==> config.mk <==
export PLATFORM = sky130hd
export DESIGN_NAME = aes_round_ctrl
export DESIGN_NICKNAME = d
export VERILOG_FILES = /design/src/rtl/aes_round_ctrl_pkg.sv /design/src/rtl/aes_round_ctrl.sv
export SDC_FILE = /design/constraint.sdc
export NUM_CORES = 1
export LEC_CHECK = 0
export CAP_MARGIN = 15
export CORE_AREA = 5 5 42 44
export CTS_CLUSTER_SIZE = 30
export DETAILED_ROUTE_END_ITERATION = 10
export DIE_AREA = 0 0 47 49
export PLACE_DENSITY = 0.71
export SYNTH_ARGS = -nofsm -noshare
export SYNTH_HDL_FRONTEND = slang
export SYNTH_SLANG_ARGS = --single-unit
==> constraint.sdc <==
create_clock -name Clk -period 2.9 [get_ports Clk]
set_input_delay 0.58 -clock Clk [delete_from_list [all_inputs] [get_ports Clk]]
set_output_delay 0.58 -clock Clk [all_outputs]
set_load 0.05 [all_outputs]
==> src/rtl/aes_round_ctrl_pkg.sv <==
// Shared definitions for the AES-128 round sequencer.
// Round count, key width, select width and FSM state encoding.
package aes_round_ctrl_pkg;

    localparam int AES_NR       = 10;
    localparam int AES_NK_BYTES = 16;
    localparam int SELKEY_W     = 4;

    typedef enum logic [2:0] {
        S_KEXP  = 3'd0,
        S_IDLE  = 3'd1,
        S_SEL   = 3'd2,
        S_APPLY = 3'd3,
        S_DONE  = 3'd4
    } state_t;

endpackage

==> src/rtl/aes_round_ctrl.sv <==
// AES-128 encryption sequencer: runs key expansion after reset, then on
// each Start walks round keys 0..NR through the key schedule and strobes
// the round datapath.
//
// Ports:
//   Clk, Rst        clock / synchronous active-high reset
//   Start           begin one block (taken only while Ready)
//   Ready, Busy     idle-and-expanded / block in progress
//   Done            one-cycle pulse after the final round
//   Ks_En, Ks_SelKey, Ks_Ry   key schedule control and status
//   Rnd_Load, Rnd_En, Rnd_Last, Rnd_Num   round datapath control
module aes_round_ctrl
    import aes_round_ctrl_pkg::*;
#(
    parameter int NR      = AES_NR,
    parameter int KEY_LAT = 1
) (
    input  logic                Clk,
    input  logic                Rst,
    input  logic                Start,
    output logic                Ready,
    output logic                Busy,
    output logic                Done,
    output logic                Ks_En,
    output logic [SELKEY_W-1:0] Ks_SelKey,
    input  logic                Ks_Ry,
    output logic                Rnd_Load,
    output logic                Rnd_En,
    output logic                Rnd_Last,
    output logic [SELKEY_W-1:0] Rnd_Num
);

    localparam int CNT_W = $clog2(KEY_LAT + 1);

    localparam logic [CNT_W-1:0]    LAST_CNT = CNT_W'(KEY_LAT - 1);
    localparam logic [SELKEY_W-1:0] LAST_R   = SELKEY_W'(NR);

    state_t              state, state_n;
    logic [SELKEY_W-1:0] r, r_n;
    logic [CNT_W-1:0]    cnt, cnt_n;

    always_ff @(posedge Clk) begin
        if (Rst) begin
            state <= S_KEXP;
            r     <= '0;
            cnt   <= '0;
        end else begin
            state <= state_n;
            r     <= r_n;
            cnt   <= cnt_n;
        end
    end

    always_comb begin
        state_n = state;
        r_n     = r;
        cnt_n   = cnt;
        unique case (state)
            S_KEXP: begin
                if (Ks_Ry)
                    state_n = S_IDLE;
            end
            S_IDLE: begin
                if (Start) begin
                    r_n     = '0;
                    cnt_n   = '0;
                    state_n = S_SEL;
                end
            end
            S_SEL: begin
                // Hold SelKey until the key schedule output settles.
                if (cnt == LAST_CNT)
                    state_n = S_APPLY;
                else
                    cnt_n = cnt + 1'b1;
            end
            S_APPLY: begin
                if (r == LAST_R) begin
                    state_n = S_DONE;
                end else begin
                    r_n     = r + 1'b1;
                    cnt_n   = '0;
                    state_n = S_SEL;
                end
            end
            S_DONE: begin
                state_n = S_IDLE;
            end
            default: begin
                state_n = S_KEXP;
            end
        endcase
    end

    always_comb begin
        Ready     = 1'b0;
        Busy      = 1'b0;
        Done      = 1'b0;
        Ks_En     = 1'b0;
        Ks_SelKey = '0;
        Rnd_Load  = 1'b0;
        Rnd_En    = 1'b0;
        Rnd_Last  = 1'b0;
        Rnd_Num   = '0;
        unique case (state)
            S_KEXP: begin
                Ks_En = ~Ks_Ry;
            end
            S_IDLE: begin
                Ready = 1'b1;
            end
            S_SEL: begin
                Busy      = 1'b1;
                Ks_SelKey = r;
                Rnd_Num   = r;
            end
            S_APPLY: begin
                Busy      = 1'b1;
                Ks_SelKey = r;
                Rnd_Num   = r;
                // Round 0 is the initial AddRoundKey only.
                Rnd_Load  = (r == '0);
                Rnd_En    = (r != '0);
                Rnd_Last  = (r == LAST_R);
            end
            S_DONE: begin
                Busy      = 1'b1;
                Done      = 1'b1;
                Ks_SelKey = r;
                Rnd_Num   = r;
            end
            default: begin
                Ks_En = 1'b1;
            end
        endcase
    end

endmodule

Yosys cells after proc, flatten, opt, wreduce, memory -nomap -nowiden
Cells that the tools add are included.
- flip-flop bits (word level): 8
- bits of input ports: 4
- output and inout bits: 15
- logic and storage cells: 45
- add/subtract/negate cells: 2
- equal/unequal tests: 9
- multiplexer cells: 20
- bitwise gates (word level): 1
- reduce and logical (&&, ||, !) cells: 10
- operators by type and width (cell ; count):
    case mux 3 bit (5 select lines) ; 1
    two-way mux 3 bit ; 4
    two-way mux 4 bit ; 3
    two-way mux 1 bit ; 9
    AND reduction 3 bit ; 3
    != test 2 bit (second input constant) ; 4
    case mux 4 bit (2 select lines) ; 1
    == test 3 x 2 -> 1 bit (second input constant) ; 2
    adder 4 x 1 -> 4 bit (second input constant) ; 1
    == test 4 bit (second input constant) ; 1
    logical NOT 4 bit ; 1
    nonzero test 4 bit ; 1
    OR reduction 4 bit ; 1
    == test 3 x 1 -> 1 bit (second input constant) ; 1
    == test 3 bit (second input constant) ; 1
    logical NOT 3 bit ; 1
    case mux 1 bit (3 select lines) ; 1
    nonzero test 3 bit ; 1
    OR reduction 3 bit ; 1
    case mux 1 bit (2 select lines) ; 1
    nonzero test 2 bit ; 1
    adder 1 bit (second input constant) ; 1
    NOT 1 bit ; 1

Longest topological paths before layout
- depth after elaboration: 3
- gate-level depth with buffers: 6
- depth with buffers taken out: 5

Worst setup path before layout
No wires, ideal clock.
- path type: register to output
- start point: register state[2]
- end point: output port Rnd_Num[2]
- arrival time: 3.054 ns
- required time: 2.320 ns
- setup slack: -0.734 ns
- cell stages (with the launch flop): 6
- path buffers: 2
- cell sequence: dfxtp_1 > buf_2 > nor3b_1 > a21oi_1 > nor2b_1 > buf_4
- cells in the longest elaborated chain, start to end: 3
- elaborated cells between the ends (all ways): 5
- those cells by class: eq/ne (3); mux (1); reduce/logical (1)
- ends and longest elaborated chain (what ; line ; RTL):
    start, declared ; aes_round_ctrl.sv:38 ; state_t state, state_n;
    start signal, assigned ; aes_round_ctrl.sv:48 ; state <= state_n;
    == test 3 bit or == test 3 x 2 -> 1 bit (tied branches) ; n/a ;
    OR reduction 3 bit (no line) (*) ; n/a ;
    two-way mux 4 bit (*) ; n/a ;
    end, declared ; aes_round_ctrl.sv:30 ; output logic [SELKEY_W-1:0] Rnd_Num
Mark *: on every way between the ends. The rest lies on a longest branch, timed or not.

Final worst setup path
- start point: register state[1]
- end point: output port Rnd_Num[0]
- cells in the longest elaborated chain, start to end: 3
- elaborated cells between the ends (all ways): 5
- those cells by class: eq/ne (3); mux (1); reduce/logical (1)
- ends and longest elaborated chain (what ; line ; RTL):
    == test 3 bit or == test 3 x 2 -> 1 bit (tied branches) ; aes_round_ctrl.sv:105 ; unique case (state)
    OR reduction 3 bit (no line) (*) ; n/a ;
    two-way mux 4 bit (*) ; aes_round_ctrl.sv:105 ;
Marked as above.

==> impl_metrics.ini <==
[die]
start_util_pct = 37.0
dieArea_um2 = 2300
boundaryPins = 19
die_h_um = 49
rows = 14
die_x_um = 47
coreArea_um2 = 1400

[sta]
relSlewSlack_pct = 66.4
hold_viol = 0
setup_viol = 0
tightest_slew_ns = 0.503
slew_violations = 0
fmax_mhz = 375
period_needed_ns = 2.67
fin_crit_sh_pct = 92.0
rsz0062_at_grt = false
skew_ns = 0.00191

[synth]
synth_xor_area_share_pct = 0
ys_seq_elements = 7
async_reset_ff_share_pct = 0
yosys.area_share.simple_pct = 26.8
synth_top_family_by_area = simple AND/OR/NAND/NOR gates
ys.flop_type = dfxtp_1
synthMuxAreaShare_pct = 0
syn_area_um2 = 518
synth_edf_count = 0
ys_types = 32
yosysSeqAreaShare_pct = 27.1
synth_compound_area_share_pct = 23.9
synth_fa_ha_area_share_pct = 7.25
synth.avg_cell_area_um2 = 7.85
synth_cells = 66
synth.net_count = 73
yosys_warnings = 0

[power_and_ir_drop]
power_density_nw_per_um2 = 341
ir_worst_vdd_uv = 293
leakagePower_nw = 0.276

[worst_setup_path]
crit_path_start_kind = register
criticalPathCategory = register to primary output
worstPathMaxFanout = 15
crit_arrival_ns = 2.09
cp.required_ns = 2.32
crit_path_end_kind = primary output

[detailed_routing]
drt_iter0_markers = 7
vias = 478
wl_per_cell_um = 11.0
drc = 0
vias_per_cell = 4.98
ant_nets = 0
first_pass_iters = 4
drt-total-wl_mm = 1.06

[worst_hold_path]
hold_class = register to register

[final_layout]
syn_to_final_growth_pct = 36.5
final_util_pct = 50.4
antenna_cells = 0
seqCellArea_um2 = 140
final_cell_count_no_fill = 96
final_nets = 88
num-fill-cells = 143
final_layout_size_suffix_gt1_share_pct = 7.50
mostFrequentLayoutCell = clkdlybuf4s50_1
final_cell_mix = 16 x clkdlybuf4s50_1, 7 x nor2_1, 7 x dfxtp_1
multi_input_area_um2 = 305

[global_route]
gr-total-overflow = 0
grt_pass1_vias = 404
antenna_found_initial = 0
grt_max_degree = 16
grt_pass1_wl_mm = 1.66
grt_usage_pct = 9.74

[cts]
htree_levels = 1
cts_sinks = 7
post_cts.repair.setup_buffers = 0
numCtsBuffers = 3
clock-root-buffer = clkbuf_4
clockBufferDepth = 2
insertion_delay_ns = 0.25
cts_tree = built
clk_pin_slew_worst_paths_ns = 0.05

[place]
dp_cells = 92
dp_hpwl_um = 815
globalplace.congestion = 0.850
io_buffer_count = 18

[run_status]
status = complete, no violations

[job]
drv_cap = 0
per-layer routing:
layer  global-route usage [%]  routed length, um  share of wire (%)  vias to the layer above
met5                        0                  0                  0                        -
met4                     8.29                 26                2.5                        0
met3                     1.11                 67                6.3                        2
met2                     12.2                445                 42                       13
met1                     13.9                515                 49                      205
li1                         -                  -                  -                      258
path summary, 6_finish.rpt:
check | slack [ns] | start | depth (start not counted) | endpoint
max | 0.23 | state[1]$_SDFFE_PP0P_ | 4 | Rnd_Num[0]
min | 0.53 | r[0]$_SDFFE_PP0P_ | 2 | r[0]$_SDFFE_PP0P_
max reg2reg | 1.23 | r[0]$_SDFFE_PP0P_ | 5 | r[3]$_SDFFE_PP0P_
min reg2reg | 0.53 | r[0]$_SDFFE_PP0P_ | 2 | r[0]$_SDFFE_PP0P_
cells in the mapped netlist (2+ instances only):
cell / n / area (um^2)
a21oi_1: 6 / 30.0
nor2_1: 7 / 26.3
nor2b_1: 4 / 25.0
nand2_1: 2 / 7.51
ha_1: 3 / 37.5
buf_4: 4 / 30.0
buf_2: 2 / 10.0
nor3b_1: 2 / 15.0
inv_1: 5 / 18.8
o21ai_0: 2 / 10.0
o31ai_1: 2 / 15.0
dfxtp_1: 7 / 140
critical path, stage by stage, from the launching register on:
cell	delay, ns
dfxtp_1	0.58
nor3b_2	0.09
a21oi_1	0.34
nor2_1	0.11
clkdlybuf4s50_1	0.72
power by group:
group	switching, mW	internal [mW]
clock network	0.0326	0.0523
registers	0.00688	0.0991
logic	0.0291	0.0208
total	0.0685	0.172
area by class of cell:
cell class / count / share of cell area, %
multi-input combinational: 45 / 43.2
tap: 16 / 2.83
inverter: 6 / 3.19
clock buffer: 4 / 3.72
sequential: 7 / 19.8
timing repair buffer: 18 / 27.3
what timing repair did:
action / 4_1_cts / 5_1_grt
setup endpoints to repair: 0 / 1
resized for setup: 0 / 1
hold buffers: 0 / 0
flip-flops by register name, summed over array words and instances (netlist names):
name	count
state	3
r	4
kinds of logic (layout without fill, tap and decap cells):
kind of cell,after synthesis,count (layout)
adders and majority gates,3,3
buffers and inverters,14,28
AOI/OAI and AO/OA,18,18
and+or+nand+nor,24,24
DFF,7,7
per-stage QoR:
stage                     worst slack (ns)  hold slack (ns)  instance area [um^2]  TNS, ns  power, mW
after floorplan                     -0.143            0.475                   523   -0.467      0.138
after global placement               0.381            0.502                   678        0      0.158
after detailed placement             0.362            0.523                   678        0      0.158
after CTS                           0.0700            0.530                   704        0      0.246
after global routing                0.0879            0.567                   707        0      0.255
final                                0.233            0.526                   707        0      0.241
No activity file was read; power rests on OpenSTA's default activity.
==> RTL change 1: new RTL, same settings <==
Re-encode `state_t` (5 states) as one-hot, 5 bits wide.
--- a/src/rtl/aes_round_ctrl_pkg.sv
+++ b/src/rtl/aes_round_ctrl_pkg.sv
@@ -6,12 +6,12 @@
     localparam int AES_NK_BYTES = 16;
     localparam int SELKEY_W     = 4;
 
-    typedef enum logic [2:0] {
-        S_KEXP  = 3'd0,
-        S_IDLE  = 3'd1,
-        S_SEL   = 3'd2,
-        S_APPLY = 3'd3,
-        S_DONE  = 3'd4
+    typedef enum logic [4:0] {
+        S_KEXP  = 5'b00001,
+        S_IDLE  = 5'b00010,
+        S_SEL   = 5'b00100,
+        S_APPLY = 5'b01000,
+        S_DONE  = 5'b10000
     } state_t;
 
 endpackage
Check against the original RTL: no difference found for any inputs over 10 cycles, from zero or initial values and one cycle with Rst high; not proved beyond that.
==> RTL change 1 against the original RTL <==
  * Via count grew 38%
  * Sequential share of layout area increased by 0.54 points
  * Setup slack worse by 0.090 ns
  * Clock power grew 6.6%
  * Clock skew is 0.0019 ns higher
  * Area after synthesis is 33% higher
  * Fmax is 3.3% lower
  * Final area up 25%
  * Sequential cell count grew 2
  * Total power is 45% higher
  * Wire length up 42%
  * Critical path type unchanged
  * Largest cell class unchanged
  * Highest routed layer unchanged
==> RTL change 1: results (changes against the original RTL) <==
Status
  • Outcome: completed

Pwr
  • Pleak: 0.395 nW (+43%)
  • Final Power: 0.348 mW (+45%)
  • P_int: 0.236 mW (+37%)
  • Clock share of power: 26.0% (-9.2 points)
  • Sequential Power: 0.151 mW (+42%)

Worst setup path
  • Critical Path Start: state[4]
  • Crit path arrival time: 2.18 ns (+0.09 ns)
  • Max FO, Critical Path: 13 (-2)
  • CP endpoint: Rnd_Num[1]
  • Reg-to-reg slack, setup: 0.84 ns (-0.39 ns)
  • Largest stage delay, worst path: 0.82 ns (+0.10 ns)
  • Worst r2r src: state[1]
  • Worst-case reg-to-reg path depth: 4 (-1)

STA
  • Worst setup margin: 0.143 ns (-0.0897 ns)
  • Relative slew slack: 55.3% (-11 points)
  • Clock Skews: 0.00385 ns (+0.00194 ns)

Layout
  • Final nets: 108 (+23%)
  • Share of post-route cells with drive strength above 1: 15.0% (+7.5 points)
  • Biggest regs: state x5, r x4

Placement
  • Final HPWL DP: 1150 microns (+41%)
  • Total placed instance area: 848 sq um (+25%)
  • GP Congestion: 0.811 (-4.6%)
  • Place WS: 0.380 ns (+0.0179 ns)

Route
  • Wire length per cell: 12.9 microns (+17%)
  • DR iter-0 viols: 5 (-2)
  • Length of routed met2 wiring: 642 microns (+44%)
  • Vias per inst: 5.67 (+14%)
  • Via count: 658 (+38%)
  • Met1 WL: 751 microns (+46%)

Global route
  • M1 GR Usage: 19.6% (+5.7 points)
  • Met2 usage: 19.9% (+7.7 points)
  • Largest net degree at the start of global routing: 14 (-2)
  • Vias in the first global route: 605 (+50%)
  • Met3 Use GR: 2.21% (+1.1 points)
  • Global-route usage over all layers: 14.0% (+4.3 points)

Synthesis
  • Avg Inst Size Synth: 7.82 sq um (-0.36%)
  • Syn_nets: 95 (+30%)
  • Commonest cells in the netlist: 10 x nor2_1, 9 x dfxtp_1, 7 x inv_1, 7 x o21ai_0, 5 x buf_4
  • Register area share after synthesis: 26.2% (-0.87 points)
  • Count of different cell masters after synthesis: 37 (+16%)
  • Synth area leaders: dfxtp_1 26%, buf_4 5.5%, ha_1 5.5%
[RTL change 1: worst reg2reg max path, cell delays in order (launching register included)]
cell and delay, ns:
dfxtp_1 0.56, or4b_1 0.50, nor3_1 0.47, nor2_1 0.14, a221oi_1 0.29
[RTL change 1: kinds of logic (layout without fill, tap and decap cells)]
logic type / Yosys count / in the layout / synth area share, %
simple gates: 34 / 34 / 29.5
flops: 9 / 9 / 26.2
xor+xnor: 4 / 4 / 5.09
compound gates: 21 / 21 / 20.4
buf+inv: 17 / 29 / 13.5
fa+ha+maj: 3 / 3 / 5.46
[RTL change 1: area by class of cell]
cell class,count,area [sq um]
fill,135,517
timing repair buffer,18,200
multi-input combinational,62,432
inverter,7,26.3
clock buffer,4,26.3
sequential,9,180
tap,16,20.0
[RTL change 1: what timing repair did]
item	in CTS	in global routing
gates resized for setup	0	4
hold endpoints to repair	0	0
endpoints found under the setup margin	0	4
==> RTL change 2: new RTL, same flow settings <==
Made on the original files. `KEY_LAT`: 1 -> 2.
--- a/src/rtl/aes_round_ctrl.sv
+++ b/src/rtl/aes_round_ctrl.sv
@@ -13,7 +13,7 @@
     import aes_round_ctrl_pkg::*;
 #(
     parameter int NR      = AES_NR,
-    parameter int KEY_LAT = 1
+    parameter int KEY_LAT = 2
 ) (
     input  logic                Clk,
     input  logic                Rst,
Check against the original RTL: not equivalent (a bounded check fails within 4 cycles, from zero or initial values and one cycle with Rst high).
==> RTL change 2 against the original RTL <==
  * Total power grew 28%
  * Wire length grew 27%
  * Area after synthesis grew 25%
  * Global-route usage grew 3.6 points
  * Setup slack lost 0.080 ns
  * Combinational power grew 36%
  * Sequential cell count grew 2
  * Final area grew 17%
==> RTL change 2: results (changes against the original RTL) <==
Status
  • Outcome: completed

Worst setup path
  • Delay-heaviest family, CP: buffers and inverters
  • Crit path arrival time: 2.17 ns (+0.08 ns)
  • Reg-to-reg slack, setup: 1.24 ns
  • Largest stage delay, worst path: 0.79 ns (+0.07 ns)
  • Reg2Reg Capture Point: r[1]
  • Critical Path Slowest Stage Cell: clkdlybuf4s50_1
  • CP endpoint: Rnd_Load
  • Max FO, Critical Path: 12 (-3)
  • Worst-case reg-to-reg path depth: 5 (unchanged)
  • Critical Path Start: state[1]
  • Worst r2r src: r[0]

Layout
  • Share of post-route cells with drive strength above 1: 8.79% (+1.3 points)
  • ANT cells: 0 (unchanged)
  • Filler cell count in the final layout: 131 (-8.4%)
  • Biggest regs: r x4, state x3, cnt x2
  • Final nets: 100 (+14%)

Route
  • Wire length per cell: 12.5 microns (+14%)
  • Met1 WL: 658 microns (+28%)
  • Highest metal layer with signal wires: met4
  • Vias per inst: 5.38 (+8.1%)
  • DR iter-0 viols: 3 (-4)
  • DR WL met3: 95 microns (+42%)
  • Detailed Routing Iterations Pass 1: 4 (unchanged)
  • Length of routed met2 wiring: 541 microns (+22%)

Global route
  • Met3 Use GR: 3.32% (+2.2 points)
  • Initial antenna violation count: 0 (unchanged)
  • M1 GR Usage: 17.4% (+3.4 points)
  • Vias in the first global route: 530 (+31%)
  • Met2 usage: 18.3% (+6.1 points)
  • Largest net degree at the start of global routing: 13 (-3)
  • Global-route usage over all layers: 13.4% (+3.6 points)
  • First-pass GRT wire length: 2250 microns (+35%)

Synthesis
  • Register area share after synthesis: 27.9% (+0.85 points)
  • Async set or reset register ratio after synthesis: 0% (unchanged)
  • Synth area leaders: dfxtp_1 28%, ha_1 7.8%, buf_4 5.8%
  • Ys Warns: 0 (unchanged)
  • Syn_nets: 86 (+18%)
  • Count of different cell masters after synthesis: 34 (+6.3%)
  • Commonest cells in the netlist: 9 x dfxtp_1, 8 x nor2_1, 5 x buf_4, 5 x inv_1
  • Synth Flop Type: dfxtp_1

Pwr
  • Combinational Power Share: 22.0% (+1.3 points)
  • Flop pwr share: 45.7% (+1.7 points)
  • Pleak: 0.329 nW (+19%)
  • Switching power: 0.0943 mW (+38%)
  • Peak supply drop: 0.299 mV (+2.1%)

Placement
  • Number of I/O port buffers: 18 (unchanged)
  • GP Congestion: 0.752 (-12%)
  • Final HPWL DP: 992 microns (+22%)

STA
  • Clock Skews: 0.00642 ns (+0.00451 ns)
  • Relative slew slack: 66.1% (-0.38 points)

CTS
  • Clk buf depth: 2 (unchanged)
  • Clock-pin slew on the worst setup and hold paths: 0.06 ns
  • Root Buffer: clkbuf_4
  • CTS H-tree lvls: 1 (unchanged)
  • Clock network latency to the later pin of the worst-skew pair: 0.27 ns (+0.02 ns)
  • Num CTS Buffers: 3 (unchanged)

Min path
  • Worst hold path class: reg -> reg
[RTL change 2: timing repair]
action                                  4_1_cts  5_1_grt
endpoints found under the setup margin        0        8
resized for setup                             0        4
buffers inserted                              0        0
[RTL change 2: worst min path at each step]
stage               startpoint  endpoint  slack (ns)  cells after the start
finish                  cnt[1]    cnt[1]        0.49                      2
floorplan               cnt[1]    cnt[1]        0.46                      2
global route            cnt[1]    cnt[1]        0.54                      2
detailed placement      cnt[1]    cnt[1]        0.49                      2
global placement        cnt[1]    cnt[1]        0.48                      2
CTS                     cnt[1]    cnt[1]        0.49                      2
[RTL change 2: cell type report]
| cell class | count | area [sq um] | share of cell area [%] |
|---|---|---|---|
| sequential | 9 | 180 | 21.8 |
| tap | 16 | 20.0 | 2.42 |
| clock buffer | 4 | 26.3 | 3.17 |
| inverter | 5 | 18.8 | 2.27 |
| multi-input combinational | 55 | 395 | 47.7 |
| timing repair buffer | 18 | 188 | 22.7 |
[RTL change 2: cells by family after synthesis]
| kind of cell | count (synthesis) | synth area share (%) |
|---|---|---|
| and+or+nand+nor | 31 | 29.5 |
| adders and majority gates | 4 | 7.75 |
| muxes | 3 | 5.04 |
| AOI/OAI and AO/OA | 16 | 17.1 |
| xor gates and xnor gates | 1 | 1.36 |
| DFF | 9 | 27.9 |
| buffers and inverters | 14 | 11.4 |
[RTL change 2: through the flow]
step           instance area [sq um]  utilization, %  cells  setup WS (ns)  total power [mW]
2_1_floorplan                    646               -     78          0.323             0.192
3_3_place_gp                     791            56.4    103          0.276             0.208
3_5_place_dp                     791            56.4    103          0.263             0.210
4_1_cts                          817            58.3    107          0.125             0.310
5_1_grt                          828            59.1    107         0.0272             0.328
6_report                         828            59.1    107          0.153             0.307
